$ cat src/rtl/router_switch_allocator_if.sv
// Flit handshake bundle between the five router input ports, the switch allocator
// and the five registered output ports.
interface router_switch_allocator_if;
  logic [4:0]  in_valid;
  logic [39:0] in_flit;
  logic [4:0]  in_ready;
  logic [4:0]  out_valid;
  logic [39:0] out_flit;
  logic [4:0]  out_ready;
  logic [4:0]  out_busy;

  modport master (
    output in_valid, in_flit, out_ready,
    input  in_ready, out_valid, out_flit, out_busy
  );

  modport slave (
    input  in_valid, in_flit, out_ready,
    output in_ready, out_valid, out_flit, out_busy
  );
endinterface

$ cat src/rtl/router_switch_allocator.sv
// 5x5 wormhole switch allocator for a 4x4 mesh router: XY routing of head flits,
// per-output round-robin grant, packet-long ownership and one output register per port.
module router_switch_allocator #(
  parameter logic [1:0] X_ADDR = 2'd1,
  parameter logic [1:0] Y_ADDR = 2'd1
) (
  input  logic                      clk,
  input  logic                      rst,
  router_switch_allocator_if.slave  bus
);

  localparam int         PORTS  = 5;
  localparam int         DATA_W = 8;
  localparam logic [2:0] P_L    = 3'd0;
  localparam logic [2:0] P_E    = 3'd1;
  localparam logic [2:0] P_N    = 3'd2;
  localparam logic [2:0] P_W    = 3'd3;
  localparam logic [2:0] P_S    = 3'd4;

  typedef enum logic {IDLE, BUSY} state_e;

  // X first, then Y; a smaller y coordinate lies to the north.
  function automatic logic [2:0] route_port(input logic [DATA_W-1:0] flit);
    logic signed [2:0] xdiff;
    logic signed [2:0] ydiff;
    xdiff = $signed({1'b0, flit[3:2]}) - $signed({1'b0, X_ADDR});
    ydiff = $signed({1'b0, flit[1:0]}) - $signed({1'b0, Y_ADDR});
    if (xdiff > 3'sd0)      route_port = P_E;
    else if (xdiff < 3'sd0) route_port = P_W;
    else if (ydiff > 3'sd0) route_port = P_S;
    else if (ydiff < 3'sd0) route_port = P_N;
    else                    route_port = P_L;
  endfunction

  // Returns {found, index}: first set candidate strictly after ptr, wrapping mod 5.
  function automatic logic [3:0] rr_pick(input logic [PORTS-1:0] cand,
                                         input logic [2:0]       ptr);
    logic [2:0] idx;
    rr_pick = '0;
    idx     = ptr;
    for (int k = 0; k < PORTS; k++) begin
      idx = (idx == 3'd4) ? 3'd0 : idx + 3'd1;
      if (cand[idx] && !rr_pick[3]) rr_pick = {1'b1, idx};
    end
  endfunction

  state_e             state_r   [PORTS];
  state_e             state_nxt [PORTS];
  logic [2:0]         owner_r   [PORTS];
  logic [2:0]         owner_nxt [PORTS];
  logic [2:0]         ptr_r     [PORTS];
  logic [2:0]         ptr_nxt   [PORTS];
  logic [DATA_W-1:0]  flit_p1   [PORTS];
  logic [DATA_W-1:0]  flit_nxt  [PORTS];
  logic [PORTS-1:0]   vld_p1;
  logic [PORTS-1:0]   vld_nxt;

  logic [DATA_W-1:0]  in_flit_a [PORTS];
  logic [2:0]         route     [PORTS];
  logic [PORTS-1:0]   is_head;
  logic [PORTS-1:0]   owns_any;
  logic [PORTS-1:0]   busy_vec;
  logic [PORTS-1:0]   in_ready_c;
  logic [PORTS*DATA_W-1:0] out_flit_c;

  // Input decode and ownership summary from the registered allocation state
  always_comb begin
    owns_any   = '0;
    busy_vec   = '0;
    out_flit_c = '0;
    for (int p = 0; p < PORTS; p++) begin
      in_flit_a[p] = bus.in_flit[DATA_W*p +: DATA_W];
      is_head[p]   = bus.in_flit[DATA_W*p + 7];
      route[p]     = route_port(bus.in_flit[DATA_W*p +: DATA_W]);
    end
    for (int o = 0; o < PORTS; o++) begin
      busy_vec[o] = (state_r[o] == BUSY);
      if (state_r[o] == BUSY) owns_any[owner_r[o]] = 1'b1;
      out_flit_c[DATA_W*o +: DATA_W] = flit_p1[o];
    end
  end

  // Per-output allocation FSM and output register next-state
  always_comb begin
    logic [PORTS-1:0]  cand_v;
    logic [3:0]        grant;
    logic              can_acc;
    logic [DATA_W-1:0] src;
    in_ready_c = '0;
    cand_v     = '0;
    grant      = '0;
    can_acc    = 1'b0;
    src        = '0;
    for (int o = 0; o < PORTS; o++) begin
      state_nxt[o] = state_r[o];
      owner_nxt[o] = owner_r[o];
      ptr_nxt[o]   = ptr_r[o];
      vld_nxt[o]   = vld_p1[o];
      flit_nxt[o]  = flit_p1[o];
      cand_v       = '0;
      grant        = '0;
      can_acc      = !vld_p1[o] || bus.out_ready[o];
      src          = in_flit_a[owner_r[o]];
      case (state_r[o])
        IDLE: begin
          if (bus.out_ready[o]) vld_nxt[o] = 1'b0;
          for (int p = 0; p < PORTS; p++) begin
            cand_v[p] = bus.in_valid[p] && is_head[p] &&
                        (route[p] == 3'(o)) && !owns_any[p];
          end
          grant = rr_pick(cand_v, ptr_r[o]);
          if (grant[3]) begin
            state_nxt[o] = BUSY;
            owner_nxt[o] = grant[2:0];
            ptr_nxt[o]   = grant[2:0];
          end
        end
        BUSY: begin
          if (can_acc) begin
            in_ready_c[owner_r[o]] = 1'b1;
            if (bus.in_valid[owner_r[o]]) begin
              vld_nxt[o]  = 1'b1;
              flit_nxt[o] = src;
              // Tail and single-flit types both carry bit 6 set
              if (src[6]) state_nxt[o] = IDLE;
            end else if (bus.out_ready[o]) begin
              vld_nxt[o] = 1'b0;
            end
          end
        end
        default: state_nxt[o] = IDLE;
      endcase
    end
  end

  // Allocation state and output register stage
  always_ff @(posedge clk or negedge rst) begin
    if (!rst) begin
      for (int o = 0; o < PORTS; o++) begin
        state_r[o] <= IDLE;
        owner_r[o] <= '0;
        ptr_r[o]   <= 3'd4;
        flit_p1[o] <= '0;
      end
      vld_p1 <= '0;
    end else begin
      for (int o = 0; o < PORTS; o++) begin
        state_r[o] <= state_nxt[o];
        owner_r[o] <= owner_nxt[o];
        ptr_r[o]   <= ptr_nxt[o];
        flit_p1[o] <= flit_nxt[o];
      end
      vld_p1 <= vld_nxt;
    end
  end

  assign bus.in_ready  = in_ready_c;
  assign bus.out_valid = vld_p1;
  assign bus.out_flit  = out_flit_c;
  assign bus.out_busy  = busy_vec;

endmodule

$ cat src/flat_wrapper.sv
// flat-port wrapper written by rule: the top's interface ports become plain ports
module router_switch_allocator_flat 
#(
  parameter logic [1:0] X_ADDR = 2'd1,
  parameter logic [1:0] Y_ADDR = 2'd1
)
  (clk, rst, bus_in_valid, bus_in_flit, bus_out_ready, bus_in_ready, bus_out_valid, bus_out_flit, bus_out_busy);
  router_switch_allocator_if bus_i ();
  input  logic clk;
  input  logic rst;
  input wire logic [$bits(bus_i.in_valid)-1:0] bus_in_valid;
  input wire logic [$bits(bus_i.in_flit)-1:0] bus_in_flit;
  input wire logic [$bits(bus_i.out_ready)-1:0] bus_out_ready;
  output wire logic [$bits(bus_i.in_ready)-1:0] bus_in_ready;
  output wire logic [$bits(bus_i.out_valid)-1:0] bus_out_valid;
  output wire logic [$bits(bus_i.out_flit)-1:0] bus_out_flit;
  output wire logic [$bits(bus_i.out_busy)-1:0] bus_out_busy;
  assign bus_i.in_valid = bus_in_valid;
  assign bus_i.in_flit = bus_in_flit;
  assign bus_i.out_ready = bus_out_ready;
  assign bus_in_ready = bus_i.in_ready;
  assign bus_out_valid = bus_i.out_valid;
  assign bus_out_flit = bus_i.out_flit;
  assign bus_out_busy = bus_i.out_busy;
  router_switch_allocator #(.X_ADDR(X_ADDR), .Y_ADDR(Y_ADDR)) u_core (.clk(clk), .rst(rst), .bus(bus_i));
endmodule
$ cat config.mk
export PLATFORM = sky130hd
export DESIGN_NAME = router_switch_allocator_flat
export DESIGN_NICKNAME = d
export VERILOG_FILES = /design/src/rtl/router_switch_allocator_if.sv /design/src/rtl/router_switch_allocator.sv /design/src/flat_wrapper.sv
export SDC_FILE = /design/constraint.sdc
export NUM_CORES = 1
export LEC_CHECK = 0
export ABC_AREA = 1
export CORE_ASPECT_RATIO = 1.4
export CORE_MARGIN = 5
export CORE_UTILIZATION = 55
export CTS_CLUSTER_SIZE = 25
export DETAILED_ROUTE_END_ITERATION = 7
export HOLD_SLACK_MARGIN = 0.06
export PLACE_DENSITY_LB_ADDON = 0.15
export SETUP_SLACK_MARGIN = 0.4
export SLEW_MARGIN = 20
export SYNTH_ARGS = -nofsm -noshare
export SYNTH_HDL_FRONTEND = slang
export SYNTH_SLANG_ARGS = --single-unit
$ cat constraint.sdc
create_clock -name clk -period 4.08 [get_ports clk]
set_input_delay 0.408 -clock clk [delete_from_list [all_inputs] [get_ports clk]]
set_output_delay 0.408 -clock clk [all_outputs]
set_load 0.03 [all_outputs]
## Yosys cells after proc, flatten, opt, wreduce, memory -nomap -nowiden

Index checks and enable logic that the tools add are counted.
W data, S select, Z words.

| word-level totals | value |
|---|---|
| flip-flop bits (word level) | 80 |
| bits in latches | 0 |
| bits in writable memories | 0 |
| memory bits (read-only) | 0 |
| input port bits | 52 |
| logic and storage cells | 558 |
| memories | 0 |

| cells by class | value |
|---|---|
| add/subtract/negate cells | 35 |
| multiply operators | 0 |
| divide/modulo/power cells | 0 |
| $lt $le $gt $ge | 60 |
| equal/unequal tests | 50 |
| shift-type cells | 0 |
| mux-type cells | 240 |
| bitwise logic cells | 18 |
| reductions and logical operators | 130 |

Operators by type and width:

| operator | number |
|---|---|
| $mux W4 | 50 |
| $bmux W8 S3 | 5 |
| $lt A3 B4 Y1 const B | 30 |
| $mux W3 | 40 |
| $bmux W1 S3 | 30 |
| $eq A3 B3 Y1 const B | 30 |
| $logic_and A1 B1 Y1 | 80 |
| $mux W8 | 10 |
| $add A3 B1 Y3 const B | 25 |
| $mux W5 | 15 |
| $mux W1 | 70 |
| $or A5 B5 Y5 | 8 |
| $eq A3 B2 Y1 const B | 10 |
| $gt A3 B1 Y1 const B | 10 |
| $logic_not A1 Y1 | 30 |
| $lt A3 B1 Y1 const B | 10 |
| $sub A2 B1 Y3 const B | 10 |
| $ge A4 B4 Y1 const B | 5 |
| $not A3 Y4 | 5 |
| $pmux W1 S2 | 10 |
| $demux W1 S3 | 5 |
| $eq A3 B1 Y1 const B | 5 |
| $ge A3 B1 Y1 const B | 5 |
| $logic_not A3 Y1 | 5 |
| other kinds (6) | 30 |

## Depth between registers and ports, before layout

| logic depth | value |
|---|---|
| depth after elaboration | 37 |
| gate-level depth with buffers | 27 |

## Worst setup path after synthesis

OpenSTA, ideal clock, no wires.

| timing path | value |
|---|---|
| path type | flip-flop to flip-flop |
| start | register u_core.ptr_r[3] (netlist bit) |
| end | register u_core.owner_r[5] (netlist bit) |
| setup time | 118 ps |
| arrival time | 3389 ps |
| data required time | 3962 ps |
| slack | 573 ps |
| stages on the path, launching flop included | 25 |
| clock period less this slack | 3507 ps |
| cell sequence | dfrtp_1 -> inv_2 -> clkbuf_1 -> clkbuf_1 -> ha_1 -> inv_1 -> ha_1 -> nand2_1 -> nand2_2 -> ha_1 -> or2_2 -> nand3_1 -> nand2_1 -> inv_2 -> nand2_2 -> nand3_2 -> nand3_1 -> nand2_1 -> nand2_1 -> nand3_1 -> nand2_2 -> nor2_2 -> nor2_2 -> nand2_1 -> nand2_1 |

| on the way | value |
|---|---|
| longest elaborated chain between the ends | 23 |
| elaborated cells on any way between the ends | 44 |

Ends and longest elaborated chain:

| what | RTL line | source |
|---|---|---|
| start: declaration | router_switch_allocator.sv:51 | `logic [2:0] ptr_r [PORTS];` |
| start signal: indexed assignment | router_switch_allocator.sv:150 | `ptr_r[o] <= ptr_nxt[o];` |
| $add A3 B1 Y3 / $eq A3 B3 Y1 (equally long branches) | router_switch_allocator.sv:42 | `idx = (idx == 3'd4) ? 3'd0 : idx + 3'd1;` |
| $mux W3 (*) | router_switch_allocator.sv:42 |  |
| branches (longest 18 deep; another with $add A3 B1 Y3) | -- |  |
| $mux W4 (*) | router_switch_allocator.sv:43 | `if (cand[idx] && !rr_pick[3]) rr_pick = {1'b1, idx};` |
| $mux W4 (*) | router_switch_allocator.sv:104 | `case (state_r[o])` |
| $reduce_and A2 Y1 (no line) | -- |  |
| end signal: indexed assignment | router_switch_allocator.sv:149 | `owner_r[o] <= owner_nxt[o];` |
| end: declaration | router_switch_allocator.sv:49 | `logic [2:0] owner_r [PORTS];` |

Mark *: on every way between the ends. The select of a mux whose other input is x is not followed.
A chain may end at the register's enable or synchronous reset.

## Worst setup path after layout

| timing path | value |
|---|---|
| start | register u_core.ptr_r[9] (netlist bit) |
| end | register u_core.owner_r[11] (netlist bit) |

The elaborated chain is that of the path after synthesis.

==> metrics.cfg <==
[grt]
grt.total_usage_pct = 34.2
grt_pass1_vias = 10300
grt_overflow = 0
grt_start_max_net_pins = 71
grt_pass1_wl_um = 53300
antenna_found_initial = 0

[floorplan]
coreArea_um2 = 16200
boundaryPins = 107
die_h_um = 162
die_w_um = 119
start_util_pct = 56.1
die_area_um2 = 19200
num_rows = 55

[timing]
clock-skew-final_ns = 0.00944
hold_violations = 0
fmax_ghz = 0.296
slew_headroom_pct = 37.3
setup_viol = 0
rsz0062_at_grt = no
tightestPinTransition_ns = 0.941
slew_viol_final = 0
period_minus_slack_ns = 3.38
setup-tns-final_ns = 0
period_share_pct = 82.8

[yosys]
ys_seq_elements = 70
synth_area_leaders = nand2_1 (20%), dfrtp_1 (18%), nand3_1 (8.8%)
synth-seq-area-share_pct = 19.4
synthTopCellsByCount = nand2_1 (486), inv_1 (183), nand3_1 (159)
syn_area_per_cell_um2 = 5.81
syn_inst = 1561
ys.flop_type = dfrtp_1
syn_area_um2 = 9070
yosys_warnings = 0
netlist.top_cell.by_area = nand2_1
yosysTopAreaCellShare_pct = 20.1
ys_types = 45
async_flop_share_pct = 100
synthesis.nets = 1639
synth.most_common_cell = nand2_1
synth_edf_count = 0

[setup_path]
setup.worst_path.start = u_core.ptr_r[9]
arrival_ns = 3.60
crit_slowest_cell = dfrtp_1
worst-setup-path-type = flip-flop to flip-flop
crit_required_ns = 4.31
endpoint_kind = flip-flop
slowest_delay_ns = 0.37
regToRegStartpoint = u_core.ptr_r[9]
r2r_end = u_core.owner_r[11]
endpoint = u_core.owner_r[11]
r2r_cells = 25
ff2ff_setup_slack_ns = 0.70
critical_path.most_common_cell = nand2_1
crit_path_start_kind = flip-flop
worstPathMaxFanout = 6

[clock_tree]
clk_pin_slew_ns = 0.06
root_buffer = clkbuf_16
hold_buffers = 0
cts_buffers = 9
tritoncts = yes
h-tree-depth = 3
clk_latency_ns = 0.34
cts.path.max_buffers = 2
cts_sinks = 70

[layout]
fin_nets = 1745
antenna_cells = 0
layout-drive-gt1-share_pct = 12.4
fillers = 1596
area_growth_pct = 18.2

[drt]
dr.first_iter.drc_count = 1127
routed_wl_um = 33700
route.detailed.drc = 0
post_drt_wl_per_cell_um = 18.0
ant_nets = 0
vias = 11000
dr.pass1.iters = 7
viasPerCell = 5.86

[min_path]
worstHoldPathType = primary input to async pin

[placement]
gp_congestion = 1.07
dp.final_hpwl_um = 26400
io_buffers = 106

[run]
cap_violations = 0

[run_status]
status = complete, no violations

-- kinds of logic (layout without fill, tap and decap cells) --
family | count (synthesis) | in the layout | share of synthesized area, %
simple gates | 952 | 952 | 48.8
buf+inv | 259 | 370 | 10.9
compound gates | 253 | 253 | 17.2
flops | 70 | 70 | 19.4
fa+ha+maj | 26 | 26 | 3.59
xor+xnor | 1 | 1 | 0.0966
-- layer usage --
layer / GRT usage, % / routed length (um)
met5: 0 / 0
met4: 18.3 / 2270
met1: 41.5 / 12800
met2: 56.8 / 15400
met3: 6.97 / 3180
-- worst min path at each step --
stage,startpoint,end,slack [ns],depth (start not counted)
after global placement,u_core.bus.out_flit[17],u_core.bus.out_flit[17],0.46,2
final,rst,u_core.ptr_r[9],0.19,1
after detailed placement,u_core.bus.out_flit[2],u_core.bus.out_flit[2],0.46,2
after global routing,rst,u_core.ptr_r[9],0.30,1
after floorplan,rst,u_core.bus.out_busy[0],0.11,0
after CTS,rst,u_core.ptr_r[9],0.25,1
-- state kept, by name, summed over array words and instances (netlist names) --
name / count
u_core.bus.out_busy: 5
u_core.bus.out_flit: 40
u_core.bus.out_valid: 5
u_core.owner_r: 5
u_core.ptr_r: 15
-- repair_timing --
| item | in CTS | in global routing |
|---|---|---|
| setup buffers | 0 | 1 |
| resized for setup | 0 | 8 |
| endpoints found under the setup margin | 0 | 12 |
-- cells in the final DEF, fill, tap and decap left out, types with 3 or more instances in the layout --
cell             synthesis  layout
nand2_1                486     485
inv_1                  183     183
nand3_1                159     159
nor2_1                 148     147
clkdlybuf4s50_1          0     105
o21ai_0                 96      96
dfrtp_1                 65      63
nand2_2                 51      52
a21oi_1                 51      51
inv_2                   40      39
o211ai_1                39      39
ha_1                    26      26
o221ai_1                23      23
nor2_2                  19      19
buf_4                    0      18
nand4_1                 17      17
nand3_2                 15      15
nand3b_1                15      15
a41oi_1                 14      14
nor2_4                  10      11
nand2_4                  9       9
clkbuf_16                0       9
clkinv_1                 8       8
o21ai_1                  6       6
o21ai_2                  7       6
a21boi_0                 5       5
dfstp_2                  5       5
o22ai_1                  4       4
nor3_2                   4       4
or2_2                    4       4
a31oi_1                  3       3
nand3_4                  3       3
nor3_1                   3       3
-- metrics by stage --
| step | instances | cell area, um^2 | hold slack (ns) | utilization, % | setup slack, ns |
|---|---|---|---|---|---|
| 3_3_place_gp | 1854 | 10400 | 0.462 | 64.2 | 0.776 |
| 5_1_grt | 1871 | 10700 | 0.305 | 66.3 | 0.415 |
| 2_1_floorplan | 1561 | 9070 | 0.112 | - | 0.573 |
| 6_report | 1871 | 10700 | 0.186 | 66.3 | 0.702 |
| 3_5_place_dp | 1854 | 10400 | 0.464 | 64.2 | 0.668 |
| 4_1_cts | 1870 | 10700 | 0.247 | 66.1 | 0.645 |
-- worst max-delay path: cells and delay by family (launching register included) --
kind          cells  cell delay [ns]
simple gates     19             1.88
flops             1             0.37
fa+ha+maj         3             0.72
buf+inv           3             0.28
-- final cells by class --
class | instances | area [um^2] | area share (%)
multi-input combinational | 1232 | 6340 | 59.2
clock buffer | 12 | 246 | 2.30
inverter | 231 | 870 | 8.11
timing repair buffer | 123 | 1190 | 11.1
tap | 199 | 249 | 2.32
sequential | 70 | 1760 | 16.4
clock inverter | 4 | 70.1 | 0.653
Power is not shown: default switching activity piles up to over one toggle a cycle in this logic, so the estimate is an artifact.
